**src/rtl/exu_oitf_param.sv**
```systemverilog
// Outstanding-instruction-track FIFO for long-pipe EXU instructions.
// Latency: allocate/retire take effect at the next edge; hazard, retire and status outputs are combinational from state.
// Backpressure: dis_ready drops while all entries are valid; a slot freed by a retire is offered the following cycle.
//
// Ports:
//   clk, rst              clock, asynchronous active-low reset
//   dis_*, disp_i_*       dispatch allocation request and the dispatched instruction's register usage
//   oitfrd_match_*        RAW (rs1/rs2) and WAW (rd) hazards against outstanding entries
//   ret_*                 oldest entry (pointer, rd info, PC) and its retire strobe
//   flush                 discard every entry
//   oitf_empty/full/count occupancy
module exu_oitf_param #(
  parameter int OITF_DEPTH  = 4,
  parameter int RFIDX_WIDTH = 5,
  parameter int PC_SIZE     = 32,
  localparam int PTR_W      = (OITF_DEPTH > 1) ? $clog2(OITF_DEPTH) : 1
) (
  input  logic                   clk,
  input  logic                   rst,
  input  logic                   dis_ena,
  output logic                   dis_ready,
  input  logic                   disp_i_rdwen,
  input  logic [RFIDX_WIDTH-1:0] disp_i_rdidx,
  input  logic [PC_SIZE-1:0]     disp_i_pc,
  input  logic                   disp_i_rs1en,
  input  logic                   disp_i_rs2en,
  input  logic [RFIDX_WIDTH-1:0] disp_i_rs1idx,
  input  logic [RFIDX_WIDTH-1:0] disp_i_rs2idx,
  output logic                   oitfrd_match_disprs1,
  output logic                   oitfrd_match_disprs2,
  output logic                   oitfrd_match_disprd,
  output logic [PTR_W-1:0]       dis_ptr,
  input  logic                   ret_ena,
  output logic [PTR_W-1:0]       ret_ptr,
  output logic                   ret_rdwen,
  output logic [RFIDX_WIDTH-1:0] ret_rdidx,
  output logic [PC_SIZE-1:0]     ret_pc,
  input  logic                   flush,
  output logic                   oitf_empty,
  output logic                   oitf_full,
  output logic [PTR_W:0]         oitf_count
);

  localparam logic [PTR_W-1:0] LAST_IDX = PTR_W'(OITF_DEPTH - 1);

  logic [PTR_W-1:0]       alc_ptr_q, ret_ptr_q;
  logic                   alc_wrap_q, ret_wrap_q;
  logic [PTR_W:0]         cnt_q;

  logic [OITF_DEPTH-1:0]  vld_q;
  logic [OITF_DEPTH-1:0]  rdwen_q;
  logic [RFIDX_WIDTH-1:0] rdidx_q [OITF_DEPTH];
  logic [PC_SIZE-1:0]     pc_q    [OITF_DEPTH];

  logic ptr_eq;
  logic alc_fire, ret_fire;
  logic ret_vld;

  // Status: equal pointers are disambiguated by the wrap flags.
  assign ptr_eq     = (alc_ptr_q == ret_ptr_q);
  assign oitf_empty = ptr_eq & (alc_wrap_q == ret_wrap_q);
  assign oitf_full  = ptr_eq & (alc_wrap_q != ret_wrap_q);
  assign oitf_count = cnt_q;

  // Depends only on registered state and flush, never on dis_ena.
  assign dis_ready = ~oitf_full | flush;

  // Flush overrides both allocation and retirement.
  assign alc_fire = dis_ena & dis_ready & ~flush;
  assign ret_fire = ret_ena & ~oitf_empty & ~flush;

  assign dis_ptr = alc_ptr_q;
  assign ret_ptr = ret_ptr_q;

  // Oldest-entry view, masked by its valid bit so stale data after flush reads as zero.
  assign ret_vld   = vld_q[ret_ptr_q];
  assign ret_rdwen = ret_vld & rdwen_q[ret_ptr_q];
  assign ret_rdidx = {RFIDX_WIDTH{ret_vld}} & rdidx_q[ret_ptr_q];
  assign ret_pc    = {PC_SIZE{ret_vld}} & pc_q[ret_ptr_q];

  // Pointers, wrap flags and occupancy counter.
  always_ff @(posedge clk or negedge rst) begin
    if (!rst) begin
      alc_ptr_q  <= '0;
      ret_ptr_q  <= '0;
      alc_wrap_q <= 1'b0;
      ret_wrap_q <= 1'b0;
      cnt_q      <= '0;
    end else if (flush) begin
      alc_ptr_q  <= '0;
      ret_ptr_q  <= '0;
      alc_wrap_q <= 1'b0;
      ret_wrap_q <= 1'b0;
      cnt_q      <= '0;
    end else begin
      if (alc_fire) begin
        if (alc_ptr_q == LAST_IDX) begin
          alc_ptr_q  <= '0;
          alc_wrap_q <= ~alc_wrap_q;
        end else begin
          alc_ptr_q <= alc_ptr_q + PTR_W'(1);
        end
      end
      if (ret_fire) begin
        if (ret_ptr_q == LAST_IDX) begin
          ret_ptr_q  <= '0;
          ret_wrap_q <= ~ret_wrap_q;
        end else begin
          ret_ptr_q <= ret_ptr_q + PTR_W'(1);
        end
      end
      if (alc_fire && !ret_fire) begin
        cnt_q <= cnt_q + (PTR_W+1)'(1);
      end else if (ret_fire && !alc_fire) begin
        cnt_q <= cnt_q - (PTR_W+1)'(1);
      end
    end
  end

  // Entry storage. Allocate and retire can only hit the same slot when the
  // FIFO is full or empty, and in both cases one of them is blocked.
  always_ff @(posedge clk or negedge rst) begin
    if (!rst) begin
      vld_q   <= '0;
      rdwen_q <= '0;
      for (int i = 0; i < OITF_DEPTH; i++) begin
        rdidx_q[i] <= '0;
        pc_q[i]    <= '0;
      end
    end else if (flush) begin
      vld_q <= '0;
    end else begin
      for (int i = 0; i < OITF_DEPTH; i++) begin
        if (alc_fire && (alc_ptr_q == PTR_W'(i))) begin
          vld_q[i]   <= 1'b1;
          rdwen_q[i] <= disp_i_rdwen;
          rdidx_q[i] <= disp_i_rdidx;
          pc_q[i]    <= disp_i_pc;
        end else if (ret_fire && (ret_ptr_q == PTR_W'(i))) begin
          vld_q[i] <= 1'b0;
        end
      end
    end
  end

  // Hazard search over every valid writing entry. A retiring entry still
  // matches this cycle, which holds the dispatch stall for one extra cycle.
  always_comb begin
    logic hit_rs1, hit_rs2, hit_rd;
    hit_rs1 = 1'b0;
    hit_rs2 = 1'b0;
    hit_rd  = 1'b0;
    for (int i = 0; i < OITF_DEPTH; i++) begin
      if (vld_q[i] && rdwen_q[i]) begin
        if (rdidx_q[i] == disp_i_rs1idx) hit_rs1 = 1'b1;
        if (rdidx_q[i] == disp_i_rs2idx) hit_rs2 = 1'b1;
        if (rdidx_q[i] == disp_i_rdidx)  hit_rd  = 1'b1;
      end
    end
    // x0 is never a real dependency.
    oitfrd_match_disprs1 = disp_i_rs1en & (disp_i_rs1idx != '0) & hit_rs1;
    oitfrd_match_disprs2 = disp_i_rs2en & (disp_i_rs2idx != '0) & hit_rs2;
    oitfrd_match_disprd  = disp_i_rdwen & (disp_i_rdidx  != '0) & hit_rd;
  end

endmodule

```
**config.mk**
```make
export PLATFORM = sky130hd
export DESIGN_NAME = exu_oitf_param
export DESIGN_NICKNAME = d
export VERILOG_FILES = /design/src/rtl/exu_oitf_param.sv
export SDC_FILE = /design/constraint.sdc
export NUM_CORES = 1
export LEC_CHECK = 0
export ABC_AREA = 1
export BUFFER_PORTS_ARGS = -buffer_cell sky130_fd_sc_hd__buf_2
export CAP_MARGIN = 10
export CORE_MARGIN = 2
export CORE_UTILIZATION = 25
export CTS_BUF_LIST = sky130_fd_sc_hd__clkbuf_16
export DETAILED_ROUTE_END_ITERATION = 6
export GPL_TIMING_DRIVEN = 0
export PLACE_DENSITY = 0.43
export SYNTH_ARGS = -nofsm -noshare
export SYNTH_HDL_FRONTEND = slang
export SYNTH_SLANG_ARGS = --single-unit
```
**constraint.sdc**
```tcl
create_clock -name clk -period 4.2 [get_ports clk]
set_input_delay 0.63 -clock clk [delete_from_list [all_inputs] [get_ports clk]]
set_output_delay 0.63 -clock clk [all_outputs]
set_load 0.01 [all_outputs]
```
==> key figures <==
Status
  • Status: finished, final reports clean

Clock network
  • Cts repair resizes: 0
  • CTS Buf Count: 17
  • Clk sink count: approximately 170
  • Clock root cell: clkbuf_16
  • CTS tree: built
  • Clk buf depth: 2
  • Hold_buf cts: 0
  • H-tree lvl count: 4
  • Postcts setup bufs: 0
  • Clk slew on worst S/H paths: roughly 0.070 ns
  • Clk_lat worst skew: between 0.4 and 0.5 ns

Timing
  • Worst Tran Pin Value: ~0.67 ns
  • Max Fclk: between 0.3 and 0.4 GHz
  • RSZ-0062 raised after global routing: no
  • Min Tclk post-route: about 3.3 ns
  • Max-slew headroom: a little under three fifths
  • Final Hold Vio Count: 0
  • Final setup fails: 0
  • Slew Limit Fails: 0
  • Setup total negative slack: 0 ns
  • Skew final: 0.0116 ns
  • Final period util: between 70% and 80%
  • Final hold slack: 0.166 ns
  • Final worst slack: between 0.8 and 0.9 ns

Detailed routing
  • Detailed Routing Iterations Pass 1: 5
  • DR DRC count: 0
  • Wire per inst: 17.2 µm
  • DR vias/cell: roughly 4.5
  • Antenna-violating nets left: 0
  • Drt total wl: 31000 µm
  • DRT iter0 DRCs: 594
  • Via count: 8095

Place
  • Pre-CTS WS: approximately 1.3 ns
  • DP Wirelength: 22000 µm
  • GP Congestion: 0.856
  • Placed Area: 0.00995 mm²
  • PortBufs: 100

Setup path
  • Startpoint types: flip-flop
  • Worst setup path start: ret_ptr[0]$_DFFE_PN0P_
  • CP Class: flip-flop to output pin
  • Max FO, Critical Path: 11
  • WP data arrival: 2.68 ns
  • FF-to-FF Start: ret_ptr[0]$_DFFE_PN0P_
  • Setup crit end kind: output pin
  • Crit path required time: about 3.6 ns

Global route
  • Total Routing Usage GR: 17.4%
  • First-pass GRT wire length: 48600 µm
  • Total congestion overflow: 0
  • Vias in the first global route: about 8000
  • Largest net degree at the start of global routing: a little under 90
  • Initial antenna violation count: 0

Power and ir drop
  • Power per cell area: between 600 and 700 mW/mm²
  • Pwr Total: about 7.2 mW
  • Gate power share: roughly two fifths
  • Peak ir drop on the vdd network: about 250 µV
  • Share of power burned in the clock network: between 20% and 30%
  • Sw Ratio: between 40 and 50%
  • Leakage Power: between 5 and 6 nW
  • Int Pwr: 4.24 mW
  • Switch Pwr: a little under 3 mW
  • Sequential power share: a little under two fifths

Cells and area
  • Number of antenna repair diodes: 0
  • Final net count: approximately 1400
  • Share of layout cells above drive strength 1: about an eighth
  • Area grow syn2layout: 19.3%
  • Finished Cell Area: 0.0106 mm²

Synth
  • Synth Net Count: roughly 1300
  • Sequential-to-total area share from yosys stat: 46.7%
  • Distinct cells, synth: 26
  • Syn avg cell area: about 7.3 µm²
  • Ys Warns: 0
  • Ys async rst share: 100%
  • Number of synthesized flops with an enable pin: 0
  • Main synth FF type: dfrtp_1
  • Post-Syn Area: 0.00885 mm²
  • FF+latch count, synth: 165
  • Gate Count Post-Synth: roughly 1200

Job
  • Max-cap violations: 0

Floorplan
  • Die H: 192 µm
  • I/O pin total: 106
  • Std cell rows: 68
  • Core footprint: 0.0347 mm²
  • Initial Utilization: roughly 25%
  • Die area: roughly 0.037 mm²
  • Die Width: ~190 µm

Hold path
  • HP Class: primary input to async pin
[critical path, cell delays in order (launching register included)]
cell and delay [ns]:
dfrtp_1 0.42, buf_4 0.20, inv_2 0.18, buf_2 0.33, clkbuf_1 0.48, o21ai_0 0.29
nand2_1 0.11, nand2_1 0.06, inv_1 0.06, buf_2 0.12
[power groups by stage]
stage,combinational (mW),clock (mW),sequential (mW)
2_1_floorplan,1.89,0,2.62
3_3_place_gp,2.82,0,2.75
3_5_place_dp,2.85,0,2.76
4_1_cts,2.86,1.70,2.73
5_1_grt,3.25,1.77,2.82
6_report,2.81,1.65,2.74
[cells in the mapped netlist (5+ instances only)]
master	instances	area, µm²
buf_4	8	60.1
nand3_1	15	75.1
inv_1	158	593
nand4_1	10	62.6
ha_1	8	100
xor2_1	14	123
buf_2	21	105
a21oi_1	97	485
clkbuf_1	27	101
dfrtp_1	165	4130
o22ai_1	21	131
buf_6	5	56.3
inv_2	5	18.8
nand2_1	419	1570
nor3_1	8	40.0
nor2_1	35	131
o21ai_0	141	706
o21ai_1	39	195
[cell type report]
type                            instances  area, µm²
Clock buffer                           17        425
Sequential cell                       165       4130
Fill cell                            3848      24200
Multi-Input combinational cell        820       3770
Tap cell                              455        569
Buffer                                 65        338
Clock inverter                         14        175
Inverter                              163        612
Timing Repair Buffer                  101        538
[metrics by stage]
step	instances	utilization, %
floorplan	1213	-
CTS	1800	30.4
global route	1800	30.4
global placement	1768	28.6
detailed placement	1769	28.7
finish	1800	30.4
[routing by layer]
| layer | GRT usage, % | up-vias | share of wire, % |
|---|---|---|---|
| li1 | - | 4053 | - |
| met2 | 27.4 | 177 | 46 |
| met1 | 24.9 | 3838 | 49 |
| met4 | 4.61 | 0 | 1.5 |
| met3 | 2.43 | 27 | 4.3 |
| met5 | 0 | - | 0 |
[kinds of logic (layout without fill, tap and decap cells)]
family	Yosys count	count (layout)	synth area share [%]
AND/OR/NAND/NOR	493	493	22.1
flip-flops	165	165	46.7
buffers and inverters	228	360	10.7
XOR/XNOR	18	18	1.78
adder cells (fa/ha/maj)	9	9	1.36
AO/OA/AOI/OAI	300	300	17.4
[placed cells by master (no fill, tap or decap), types with 5 or more instances in the layout]
| cell | count |
|---|---|
| o21ai_0 | 141 |
| a21oi_1 | 97 |
| ha_1 | 8 |
| inv_6 | 5 |
| dfrtp_1 | 165 |
| buf_4 | 8 |
| inv_1 | 158 |
| clkbuf_16 | 17 |
| nand4_1 | 10 |
| xor2_1 | 14 |
| buf_2 | 120 |
| inv_2 | 5 |
| nand2_1 | 419 |
| o21ai_1 | 39 |
| nor2_1 | 35 |
| clkbuf_1 | 27 |
| nand3_1 | 15 |
| o22ai_1 | 21 |
| buf_6 | 5 |
| nor3_1 | 8 |
[sequential cells by signal, indices dropped and copies added, names as in the netlist]
signal and count:
ret_ptr 2, vld_q 4, rdidx_q 20, dis_ptr 2
ret_wrap_q 1, pc_q 128, oitf_count 3, rdwen_q 4
alc_wrap_q 1
[final timing paths]
path | cells after the start | to | slack (ns)
min reg2reg | 2 | pc_q[23]$_DFFE_PN0P_ | 0.47
min | 1 | pc_q[114]$_DFFE_PN0P_ | 0.17
max in group asynchronous | 2 | pc_q[31]$_DFFE_PN0P_ | 3.13
min in group clk | 3 | pc_q[102]$_DFFE_PN0P_ | 0.45
max reg2reg | 16 | oitf_count[2]$_DFFE_PN0P_ | 1.67
max | 9 | ret_pc[23] | 0.89
Power figures use the tool's default switching activity.
